**src/rtl/alu_pkg.sv**
```systemverilog
// Shared types and constants for the serial ALU link.
// Response receiver additions: frame/response FSM states, CRC3 helper.
package alu_pkg;

  localparam logic DATA_TYPE = 1'b0;
  localparam logic CMD_TYPE  = 1'b1;

  localparam logic [7:0] ERR_DATA_FRAME = 8'hC9;
  localparam logic [7:0] ERR_CRC_FRAME  = 8'hA5;
  localparam logic [7:0] ERR_OP_FRAME   = 8'h93;

  localparam int DATA_FRAMES_DEF = 4;
  localparam int IFG_TIMEOUT_DEF = 64;

  typedef enum logic [2:0] {
    IDLE,
    TYPE,
    PAYLOAD,
    STOP,
    RESYNC
  } rx_state_t;

  typedef enum logic [1:0] {
    WAIT_DATA,
    WAIT_CTL,
    PUSH
  } rsp_state_t;

  // x^3+x+1, init 0, MSB first
  function automatic bit [2:0] calc_crc3(input bit [36:0] d);
    bit [2:0] c;
    bit       fb;
    c = '0;
    for (int i = 36; i >= 0; i--) begin
      fb = c[2] ^ d[i];
      c  = {c[1:0], 1'b0} ^ {1'b0, fb, fb};
    end
    return c;
  endfunction

endpackage

```
**src/rtl/alu_frame_rx.sv**
```systemverilog
// Bit-level deserialiser for 11-bit ALU frames (start, type, 8 data, stop).
// A start bit is only honoured after the line has been seen high since reset.
module alu_frame_rx
  import alu_pkg::*;
(
  input  logic       clk,
  input  logic       rst,
  input  logic       sin,
  output logic       frame_vld,
  output logic       frame_type,
  output logic [7:0] frame_byte,
  output logic       frame_err,
  output logic       line_idle,
  output logic       frame_start
);

  rx_state_t  state, state_nxt;
  logic [2:0] bit_cnt;
  logic [7:0] shreg;
  logic       type_q;
  logic       armed;

  always_ff @(posedge clk or posedge rst) begin
    if (rst) state <= IDLE;
    else     state <= state_nxt;
  end

  always_ff @(posedge clk or posedge rst) begin
    if (rst) begin
      bit_cnt <= '0;
      shreg   <= '0;
      type_q  <= 1'b0;
      armed   <= 1'b0;
    end else begin
      armed <= armed | sin;
      if (state == TYPE) begin
        type_q  <= sin;
        bit_cnt <= '0;
      end
      if (state == PAYLOAD) begin
        shreg   <= {shreg[6:0], sin};
        bit_cnt <= bit_cnt + 3'd1;
      end
    end
  end

  always_comb begin
    state_nxt = state;
    unique case (state)
      IDLE:    if (armed && !sin) state_nxt = TYPE;
      TYPE:    state_nxt = PAYLOAD;
      PAYLOAD: if (bit_cnt == 3'd7) state_nxt = STOP;
      STOP:    state_nxt = sin ? IDLE : RESYNC;
      RESYNC:  if (sin) state_nxt = IDLE;
      default: state_nxt = IDLE;
    endcase
  end

  always_comb begin
    frame_vld   = (state == STOP) && sin;
    frame_err   = (state == STOP) && !sin;
    frame_type  = type_q;
    frame_byte  = shreg;
    line_idle   = (state == IDLE);
    frame_start = (state == IDLE) && armed && !sin;
  end

endmodule

```
**src/rtl/alu_result_rx.sv**
```systemverilog
// ALU response receiver: frames -> parallel response with valid/ready.
// Define ALU_RX_CRC_CHECK_EN to enable CRC3 and error-frame parity checks.
module alu_result_rx
  import alu_pkg::*;
#(
  parameter int DATA_FRAMES = DATA_FRAMES_DEF,
  parameter int IFG_TIMEOUT = IFG_TIMEOUT_DEF
) (
  input  logic        clk,
  input  logic        rst,
  input  logic        sin,
  input  logic        rsp_ready,
  output logic        rsp_valid,
  output logic [31:0] rsp_c,
  output logic [3:0]  rsp_flags,
  output logic [2:0]  rsp_err,
  output logic        crc_err,
  output logic        proto_err,
  output logic        overrun
);

  localparam int CW = $clog2(DATA_FRAMES + 1);
  localparam int IW = $clog2(IFG_TIMEOUT + 1);

  logic       frame_vld, frame_type, frame_err;
  logic       line_idle, frame_start;
  logic [7:0] frame_byte;

  alu_frame_rx u_frame (
    .clk         (clk),
    .rst         (rst),
    .sin         (sin),
    .frame_vld   (frame_vld),
    .frame_type  (frame_type),
    .frame_byte  (frame_byte),
    .frame_err   (frame_err),
    .line_idle   (line_idle),
    .frame_start (frame_start)
  );

  rsp_state_t    state, state_nxt;
  logic [CW-1:0] cnt;
  logic [31:0]   acc;
  logic [IW-1:0] idle_cnt;
  logic          counting, timeout_hit;
  logic          take_data, take_ok, take_err, seq_err, push;
  logic          is_data, is_ok, is_err, err_known;
  logic          ok_bad, err_bad;
  logic [31:0]   pend_c;
  logic [3:0]    pend_flags;
  logic [2:0]    pend_err;
  logic          pend_crc;

  assign is_data   = (frame_type == DATA_TYPE);
  assign is_ok     = (frame_type == CMD_TYPE) && !frame_byte[7];
  assign is_err    = (frame_type == CMD_TYPE) && frame_byte[7];
  assign err_known = frame_byte inside
    {ERR_DATA_FRAME, ERR_CRC_FRAME, ERR_OP_FRAME};

`ifdef ALU_RX_CRC_CHECK_EN
  assign ok_bad  = calc_crc3({acc, 1'b0, frame_byte[6:3]})
                   != frame_byte[2:0];
  assign err_bad = ^frame_byte;
`else
  assign ok_bad  = 1'b0;
  assign err_bad = 1'b0;
`endif

  assign counting    = line_idle && (cnt != '0);
  assign timeout_hit = counting && (idle_cnt == IW'(IFG_TIMEOUT - 1));

  always_ff @(posedge clk or posedge rst) begin
    if (rst) state <= WAIT_DATA;
    else     state <= state_nxt;
  end

  always_comb begin
    state_nxt = state;
    take_data = 1'b0;
    take_ok   = 1'b0;
    take_err  = 1'b0;
    seq_err   = 1'b0;
    unique case (state)
      WAIT_DATA, WAIT_CTL: begin
        if (frame_vld) begin
          unique case (1'b1)
            is_data: if (state == WAIT_DATA) take_data = 1'b1;
                     else seq_err = 1'b1;
            is_ok:   if (state == WAIT_CTL) take_ok = 1'b1;
                     else seq_err = 1'b1;
            is_err:  if (err_known) take_err = 1'b1;
                     else seq_err = 1'b1;
            default: ;
          endcase
        end
        if (take_ok || take_err)
          state_nxt = PUSH;
        else if (take_data && cnt == CW'(DATA_FRAMES - 1))
          state_nxt = WAIT_CTL;
        else if (seq_err || frame_err || timeout_hit)
          state_nxt = WAIT_DATA;
      end
      PUSH:    state_nxt = WAIT_DATA;
      default: state_nxt = WAIT_DATA;
    endcase
  end

  always_comb begin
    push = (state == PUSH);
  end

  always_ff @(posedge clk or posedge rst) begin
    if (rst) begin
      cnt        <= '0;
      acc        <= '0;
      pend_c     <= '0;
      pend_flags <= '0;
      pend_err   <= '0;
      pend_crc   <= 1'b0;
    end else if (take_data) begin
      acc <= {acc[23:0], frame_byte};
      cnt <= cnt + CW'(1);
    end else if (take_ok || take_err) begin
      cnt        <= '0;
      acc        <= '0;
      pend_c     <= take_ok ? acc : 32'h0;
      pend_flags <= take_ok ? frame_byte[6:3] : 4'h0;
      pend_err   <= take_ok ? 3'b000 :
                    {frame_byte[6] & frame_byte[3],
                     frame_byte[5] & frame_byte[2],
                     frame_byte[4] & frame_byte[1]};
      pend_crc   <= take_ok ? ok_bad : err_bad;
    end else if (seq_err || frame_err || timeout_hit) begin
      cnt <= '0;
      acc <= '0;
    end
  end

  // saturates after a timeout until the next start bit
  always_ff @(posedge clk or posedge rst) begin
    if (rst)
      idle_cnt <= '0;
    else if (frame_start)
      idle_cnt <= '0;
    else if (counting && idle_cnt != IW'(IFG_TIMEOUT))
      idle_cnt <= idle_cnt + IW'(1);
  end

  always_ff @(posedge clk or posedge rst) begin
    if (rst) proto_err <= 1'b0;
    else     proto_err <= seq_err | frame_err | timeout_hit;
  end

  always_ff @(posedge clk or posedge rst) begin
    if (rst) begin
      rsp_valid <= 1'b0;
      rsp_c     <= '0;
      rsp_flags <= '0;
      rsp_err   <= '0;
      crc_err   <= 1'b0;
      overrun   <= 1'b0;
    end else if (push) begin
      rsp_valid <= 1'b1;
      rsp_c     <= pend_c;
      rsp_flags <= pend_flags;
      rsp_err   <= pend_err;
      crc_err   <= pend_crc;
      if (rsp_valid && !rsp_ready) overrun <= 1'b1;
    end else if (rsp_ready) begin
      rsp_valid <= 1'b0;
    end
  end

endmodule

```
**config.mk**
```make
export PLATFORM = sky130hd
export DESIGN_NAME = alu_result_rx
export DESIGN_NICKNAME = d
export VERILOG_FILES = /design/src/rtl/alu_pkg.sv /design/src/rtl/alu_frame_rx.sv /design/src/rtl/alu_result_rx.sv
export SDC_FILE = /design/constraint.sdc
export NUM_CORES = 1
export LEC_CHECK = 0
export ABC_AREA = 1
export CAP_MARGIN = 20
export CORE_UTILIZATION = 39
export DETAILED_ROUTE_END_ITERATION = 16
export PLACE_DENSITY = 0.61
export SYNTH_ARGS = -nofsm -noshare
export SYNTH_HDL_FRONTEND = slang
export SYNTH_SLANG_ARGS = --single-unit
```
**constraint.sdc**
```tcl
create_clock -name clk -period 6.22 [get_ports clk]
set_input_delay 1.244 -clock clk [delete_from_list [all_inputs] [get_ports clk]]
set_output_delay 1.244 -clock clk [all_outputs]
set_load 0.005 [all_outputs]
```
After elaboration in Yosys (flattened, before gate mapping)
Cells that the tools add are included.
{ "word_totals": {"ff_bits": 141, "input_bits": 4, "out_inout_bits": 43} }
{ "classes": {"addsub": 3, "n_eq_ne": 17, "muxes": 47, "n_bitwise": 8, "n_reduce_logical": 33} }
{ "ops": {"columns": ["operator", "count"], "rows": [
  ["$mux 32", 4],
  ["$mux 3", 10],
  ["$eq 8x8->1 const B", 3],
  ["$mux 1", 24],
  ["$pmux 3 s5", 1],
  ["$mux 7", 2],
  ["$logic_and 1x1->1", 12],
  ["$eq 3x2->1 const B", 3],
  ["$reduce_bool 3->1", 3],
  ["$mux 2", 4],
  ["$add 7x1->7 const B", 1],
  ["$eq 7x6->1 const B", 1],
  ["$ne 7x7->1 const B", 1],
  ["$add 3x1->3 const B", 2],
  ["$eq 3x3->1 const B", 2],
  ["$logic_or 1x1->1", 6],
  ["$reduce_bool 2->1", 3],
  ["$mux 4", 1],
  ["$ne 2x2->1 const B", 2],
  ["$ne 4x4->1 const B", 1],
  ["$reduce_and 2->1", 2],
  ["$and 1x1->1", 3],
  ["$eq 3x1->1 const B", 1],
  ["$logic_not 1->1", 3],
  ["other kinds (10)", 13]
]} }

Logic depth before layout (Yosys ltp)
Gate-level depths: netlist of run 1.
{ "depth": {"ltp_word": 12, "mapped_depth": 11, "ltp_nobuf": 10} }

By module
From an unflattened synthesis of run 1, not the netlist that was laid out.
{ "unflattened": {"cells_unflattened": 634, "area_unflattened_um2": 5893.2} }
{ "modules_own_cells": {"columns": ["module", "n_inst", "cells_per_inst", "area_per_inst_um2", "seq_area_each_um2"], "rows": [
  ["alu_result_rx", 1, 557, 5156.2, 3128.0],
  ["alu_frame_rx", 1, 77, 737.0, 400.4]
]} }

Worst setup path before layout of run 1
OpenSTA, ideal clock, no wires.
{ "synth_timing": {"kind": "input-to-reg", "start": "in sin", "end": "reg acc[10]", "setup_ps": 117, "t_arrival_ps": 2113, "required_time_ps": 6103, "path_slack_ps": 3990, "stages": 8, "cell_sequence": "nand4_2 nor2_1 nand4_1 nand2_1 a21oi_4 buf_4 nand3_1 nand2_1"} }
{ "synth_between": {"elab_chain_cells": 7, "elab_cells_between_ends": 21, "classes_between": "mux: 14; reduce/logical: 7"} }
{ "synth_rtl": {"columns": ["item", "line", "source"], "rows": [
  ["start: declaration", "alu_result_rx.sv:11", "input logic sin,"],
  ["$logic_and 1x1->1", "alu_frame_rx.sv:60", "frame_vld = (state == STOP) && sin;"],
  ["$mux 1", "alu_result_rx.sv:85", "if (frame_vld) begin"],
  ["$mux 1 (2 in series)", "alu_result_rx.sv:83", "unique case (state)"],
  ["$logic_or 1x1->1, on equally long branches", "alu_result_rx.sv:123, alu_result_rx.sv:133", null],
  ["$mux 32 / $logic_or 1x1->1 (equally long branches)", "alu_result_rx.sv:123, alu_result_rx.sv:133", null],
  ["$mux 32 / $reduce_bool 3->1 (equally long branches)", null, null],
  ["end signal: assignment", "alu_result_rx.sv:121", "acc <= {acc[23:0], frame_byte};"],
  ["end: declaration", "alu_result_rx.sv:43", "logic [31:0] acc;"]
]} }
Several ways; a longest one is shown, not always the timed one. The select of a mux whose other input is x is not followed.
A chain may end at the register's enable or synchronous reset.

Final worst setup path of run 1
{ "layout_timing": {"start": "in sin", "end": "reg pend_c[7]"} }
{ "layout_between": {"elab_chain_cells": 6, "elab_cells_between_ends": 14, "classes_between": "mux: 10; bitwise: 1; reduce/logical: 3"} }
{ "layout_rtl": {"columns": ["item", "line", "source"], "rows": [
  ["$logic_and 1x1->1 *", "alu_frame_rx.sv:60", null],
  ["$mux 1", "alu_result_rx.sv:85", null],
  ["$mux 1 (2 in series)", "alu_result_rx.sv:83", null],
  ["$logic_or 1x1->1 / $not 1->1 (equally long branches)", null, null],
  ["$reduce_and 2->1 (no source line)", null, null],
  ["end signal: assignment", "alu_result_rx.sv:126", "pend_c <= take_ok ? acc : 32'h0;"],
  ["end: declaration", "alu_result_rx.sv:49", "logic [31:0] pend_c;"]
]} }
Mark *: on every way between the ends. The rest lies on a longest branch, timed or not. The select of a mux whose other input is x is not followed.

==> flow_summary.json, run 1 <==
{
  "std_cell_rows": 44,
  "cts-root-buf": "clkbuf_16",
  "syn2layout_area_growth_pct": 20.0,
  "final_cell_mix": "nand2_1 (187), dfrtp_1 (141), inv_1 (64), o21ai_0 (64), nand3_1 (51)",
  "final_common_cell": "nand2_1",
  "drive_gt1_share_pct": 7.40,
  "clkPwrFrac_pct": 39.7,
  "antenna_found_initial": 0,
  "timing.final.crit_share_pct": 47.5,
  "netlist_instances": 624,
  "whs_ns": 0.470,
  "dp_hpwl_mm": 7.18,
  "crit_fanout": 32,
  "path_clk_slew_ns": 0.06,
  "cts_buffers": 17,
  "dieArea_sq_um": 15300,
  "io_pins": 47,
  "yosys.area.top_type": "dfrtp_1",
  "cts_buffer_depth": 2,
  "drv_cap": 0,
  "p_leak_nw": 3.45,
  "setup_slack_ns": 3.26,
  "swShare_pct": 29.0,
  "crit_required_ns": 6.56,
  "cts_tree": "done",
  "pre_cts_ws_ns": 2.81,
  "status": "finished, final reports clean",
  "sequentialPowerShare_pct": 45.0,
  "cellPowerDensity_nw_per_um2": 376,
  "max_slew_margin_pct": 32.9,
  "start_util_pct": 39.9,
  "drt-vias-per-instance": 4.85,
  "p_comb_share_pct": 15.4,
  "end_kind": "flip-flop",
  "cts_resized": 0,
  "cts_hold_buf": 0,
  "max_freq_ghz": 0.338,
  "die_width_microns": 124,
  "chipHeight_microns": 124,
  "wl_mm": 11.0,
  "finalSetupTns_ns": 0,
  "yosys.area.top_type_share_pct": 61.1,
  "synth_seq_cells": 141,
  "finalSetupViolCount": 0,
  "ys_seq_area_share_pct": 61.1,
  "port_buffers": 45,
  "fin_crit_ns": 2.96,
  "place.gp.congestion": 0.819,
  "clk_latency_ns": 0.42,
  "yosys-top-cells-area": "dfrtp_1 (61%), nand2_1 (12%), o21ai_0 (5.5%)",
  "fin_nets": 674,
  "hp-class": "flip-flop to flip-flop",
  "wl_per_cell_microns": 12.8,
  "peakVddDrop_v": 0.000223,
  "grt_max_degree": 87,
  "grt_pass1_vias": 4172,
  "p_int_mw": 1.85,
  "p_total_mw": 2.60,
  "coreArea_sq_um": 14500,
  "syn_nets": 635,
  "cts_max_level": 4,
  "slew_viol_final": 0,
  "ant_nets": 0,
  "diodes": 0,
  "worstSetupPathType": "input port to flip-flop",
  "synth_area_per_cell_sq_um": 9.26,
  "post-cts-setup-buffer-count": 0,
  "drc_errors": 0,
  "netSwitchingPower_uw": 756,
  "grt.total_usage_pct": 16.2,
  "synth_area_sq_um": 5780,
  "hold_viol_final": 0,
  "arrival_ns": 3.30,
  "gr-total-overflow": 0,
  "startpoint_type": "input port",
  "yosysWarningCount": 0,
  "ys_types": 33,
  "cts.sinks": 141,
  "drt-initial-drc-count": 221,
  "rsz0062_at_grt": "no",
  "max_slew.worst_pin.slew_ns": 1.01,
  "drtPass1Iterations": 5,
  "vias": 4169,
  "clock_skew_ns": 0.00815,
  "grt_pass1_wl_mm": 19.1
}
==> through the flow <==
step                      cells  area [sq um]  utilization (%)
after floorplan             624          5780                -
after global placement      828          6320             43.6
after detailed placement    828          6320             43.6
after CTS                   860          6930             47.9
after global routing        860          6930             47.9
final                       860          6930             47.9
==> layer usage <==
layer | track usage [%] | part of all wire (%) | wire length (microns)
met1 | 19.6 | 46 | 5080
met2 | 26.5 | 48 | 5320
met3 | 4.72 | 3.6 | 401
met4 | 7.91 | 1.9 | 204
met5 | 0 | 0 | 0
==> final timing paths <==
path                                                   startpoint                     end  slack (ns)  cells after the start
worst min register to register             rsp_err[0]$_DFFE_PP0P_  rsp_err[0]$_DFFE_PP0P_        0.47                      2
worst max register to register  u_frame.frame_byte[3]$_DFFE_PP0P_     acc[10]$_DFFE_PP0P_        4.12                      9
worst max-delay path                                          sin   pend_c[7]$_DFFE_PP0P_        3.26                      7
max in group asynchronous                                     rst     acc[16]$_DFFE_PP0P_        3.68                      3
worst min-delay path                       rsp_err[0]$_DFFE_PP0P_  rsp_err[0]$_DFFE_PP0P_        0.47                      2
min in group asynchronous                                     rst   rsp_c[26]$_DFFE_PP0P_        1.34                      2
==> sequential cells by signal (all words and copies together), names as in the netlist <==
name and flops:
acc 32, pend_c 32, rsp_c 32, u_frame.frame_byte 8
idle_cnt 7, pend_flags 4, rsp_flags 4, cnt 3
pend_err 3, rsp_err 3, u_frame.bit_cnt 3, u_frame.state 3
state 2, overrun 1, proto_err 1, rsp_valid 1
u_frame.armed 1, u_frame.frame_type 1
==> critical path, stage by stage <==
cell and delay, ns:
clkdlybuf4s50_1 0.55, nand4_2 0.20, inv_2 0.13, nand3_4 0.14, inv_1 0.69, nand2_1 0.19, o21ai_1 0.14
==> power by group through the flow <==
stage | Sequential [mW] | Clock [mW] | Combinational, mW
floorplan | 1.14 | 0 | 0.318
global placement | 1.18 | 0 | 0.385
detailed placement | 1.18 | 0 | 0.405
CTS | 1.17 | 1.05 | 0.408
global route | 1.19 | 1.09 | 0.473
finish | 1.17 | 1.03 | 0.401
==> cells by family after synthesis <==
logic type	after synthesis	synth area share (%)
simple gates	270	19.7
flops	141	61.1
compound gates	104	9.87
buf+inv	98	7.36
fa+ha+maj	7	1.52
xor+xnor	3	0.455
other cells	1	0.0649
==> Yosys cell counts <==
cell type,n
buf_2,5
o21a_1,1
ha_1,7
conb_1,1
nand3_4,1
o21ai_0,64
nand2_1,187
buf_4,7
nand3_1,51
xor2_1,3
a21oi_4,2
nand2_2,1
nor2_1,19
o221ai_1,1
o21ai_1,25
dfrtp_1,141
a21oi_2,1
nand4_2,1
nor2_2,1
o31ai_1,1
nand2_4,2
inv_4,1
a21oi_1,3
nor2_4,1
nand4_1,2
inv_1,66
clkbuf_1,8
buf_1,3
o22ai_1,4
buf_6,3
inv_2,5
a32o_1,2
nor3_1,4
==> cell type report <==
cell class	count	area, sq um
fillers	1324	7540
flip-flops and latches	141	3530
multi-input cells	385	1830
clock buffers	24	512
repair buffers	46	458
inverters	72	278
well taps	184	230
clock inverters	8	103
Power figures use the tool's default switching activity.
==> run 2, diff against run 1 <==
clock period = 3 ns   (was 6.22 ns; I/O delays follow)
==> run 2 against run 1 <==
  * Flip-flop and latch count did not move
  * Non-clock buffer count is 6 higher
  * Die area unchanged
  * Clock skew is 0.0019 ns higher
  * Largest cell class unchanged
  * Largest power group unchanged
  * Highest routed layer unchanged
==> flow_summary.json, run 2 (synthesized netlist as in run 1, its figures left out) <==
{
  "status": "finished, final reports clean",
  "layout.cells.non_filler": 865,
  "diodes": 0,
  "p_leak_nw": 3.46,
  "cp_slowest_cell": "a21oi_4",
  "drv_cap": 0,
  "clkPwrFrac_pct": 38.2,
  "cts_hold_buf": 0,
  "max_slew_margin_pct": 42.9,
  "setup_slack_ns": 0.810,
  "fin_nets": 680,
  "cellPowerDensity_nw_per_um2": 760,
  "vias": 4185,
  "p_total_mw": 5.29,
  "wl_per_cell_microns": 13.0,
  "netSwitchingPower_mw": 1.55,
  "p_comb_share_pct": 15.8,
  "cpPeakStageDelay_ns": 0.70,
  "final_cell_mix": "nand2_1 (187), dfrtp_1 (141), inv_1 (64), o21ai_0 (64), nand3_1 (51)",
  "cp_cell_sequence": "clkdlybuf4s50_1, nand4_2, nor2_1, nand4_1, nand2_1, a21oi_4, nand3_1, nand2_1",
  "grt_max_degree": 94,
  "syn2layout_area_growth_pct": 20.5,
  "cts_tree": "done",
  "worstSetupPathType": "input port to flip-flop",
  "hp-class": "input port to asynchronous set/reset pin",
  "sequentialPowerShare_pct": 45.9,
  "ant_nets": 0,
  "start_util_pct": 39.9,
  "cp_num_buf_inv": 1,
  "placed_cell_area_sq_um": 6390,
  "dp.cells": 834,
  "clock_skew_ns": 0.0100,
  "critical-path-top-delay-family": "simple AND/OR/NAND/NOR gates",
  "cts_buffer_depth": 2,
  "whs_ns": 0.437,
  "dp_hpwl_mm": 7.36,
  "max_freq_ghz": 0.457,
  "antenna_found_initial": 0,
  "cpMostUsedCell": "nand2_1",
  "max_slew.worst_pin.slew_ns": 0.855,
  "postLayoutCellArea_sq_um": 6960,
  "fin_crit_ns": 2.19,
  "finalSetupViolCount": 0,
  "port_buffers": 45,
  "grt_pass1_vias": 4201,
  "startpoint_type": "input port",
  "die_width_microns": 124,
  "swShare_pct": 29.3,
  "crit_fanout": 36,
  "r2r-start": "u_frame.frame_byte[5]$_DFFE_PP0P_",
  "crit_required_ns": 3.35,
  "rsz0062_at_grt": "no",
  "chipHeight_microns": 124,
  "post-cts-setup-buffer-count": 0,
  "cts_resized": 0,
  "pre_cts_ws_ns": 0.391,
  "hold_viol_final": 0,
  "p_int_mw": 3.74,
  "grt.total_usage_pct": 16.4,
  "arrival_ns": 2.54,
  "path_clk_slew_ns": 0.05,
  "cts-root-buf": "clkbuf_16",
  "finalSetupTns_ns": 0,
  "cts_buffers": 17,
  "gr-total-overflow": 0,
  "wl_mm": 11.2,
  "place.gp.congestion": 0.795,
  "coreArea_sq_um": 14500,
  "drtPass1Iterations": 4,
  "std_cell_rows": 44,
  "drt-vias-per-instance": 4.84,
  "slew_viol_final": 0,
  "cts_max_level": 4,
  "io_pins": 47,
  "peakVddDrop_v": 0.000463,
  "dieArea_sq_um": 15300,
  "drt-initial-drc-count": 305,
  "final_common_cell": "nand2_1",
  "clk_latency_ns": 0.42,
  "reg_top3": "acc x32, pend_c x32, rsp_c x32",
  "grt_pass1_wl_mm": 19.4,
  "drive_gt1_share_pct": 7.93,
  "postLayoutCoreUtil_pct": 48.1,
  "critPathLaunch": "sin",
  "drc_errors": 0,
  "end_kind": "flip-flop",
  "timing.final.crit_share_pct": 73.0,
  "cts.sinks": 141
}
[run 2: cell types whose count changed in the layout (fill, tap and decap cells not counted)]
| cell | previous run | this run |
|---|---|---|
| buf_4 | 1 | 5 |
| clkbuf_8 | 6 | 2 |
| buf_12 | 0 | 2 |
| clkinvlp_4 | 2 | 4 |
| inv_6 | 3 | 1 |
| clkbuf_1 | 1 | 2 |
| clkinv_2 | 2 | 3 |
| clkinv_4 | 0 | 1 |
[run 2: area by class of cell]
class / instances / area, sq um
fillers: 1342 / 7510
flip-flops and latches: 141 / 3530
multi-input cells: 385 / 1830
repair buffers: 52 / 528
clock buffers: 21 / 460
inverters: 72 / 277
well taps: 184 / 230
clock inverters: 10 / 115
[run 2: per-layer routing]
metal / global-route usage (%) / vias to the layer above / share of wire (%)
li1: - / 2078 / -
met1: 20.6 / 2035 / 46
met2: 26.9 / 63 / 50
met3: 4.62 / 9 / 2.9
met4: 5.80 / 0 / 1.1
met5: 0 / - / 0
[run 2: power by group through the flow]
stage               clock [mW]  sequential, mW  combinational, mW
floorplan                    0            2.37              0.660
global placement             0            2.45              0.807
detailed placement           0            2.46              0.843
CTS                       2.07            2.43              0.851
global route              2.15            2.47              0.974
finish                    2.02            2.43              0.838
[run 2: path summary, 6_finish.rpt]
check | end | slack, ns | cells after the start
hold / removal | rsp_c[27]$_DFFE_PP0P_ | 0.44 | 2
hold reg to reg | rsp_err[2]$_DFFE_PP0P_ | 0.48 | 2
min in group clk | rsp_err[2]$_DFFE_PP0P_ | 0.48 | 2
max in group asynchronous | rsp_c[7]$_DFFE_PP0P_ | 1.87 | 3
setup / recovery | acc[11]$_DFFE_PP0P_ | 0.81 | 8
setup reg to reg | acc[11]$_DFFE_PP0P_ | 0.95 | 9
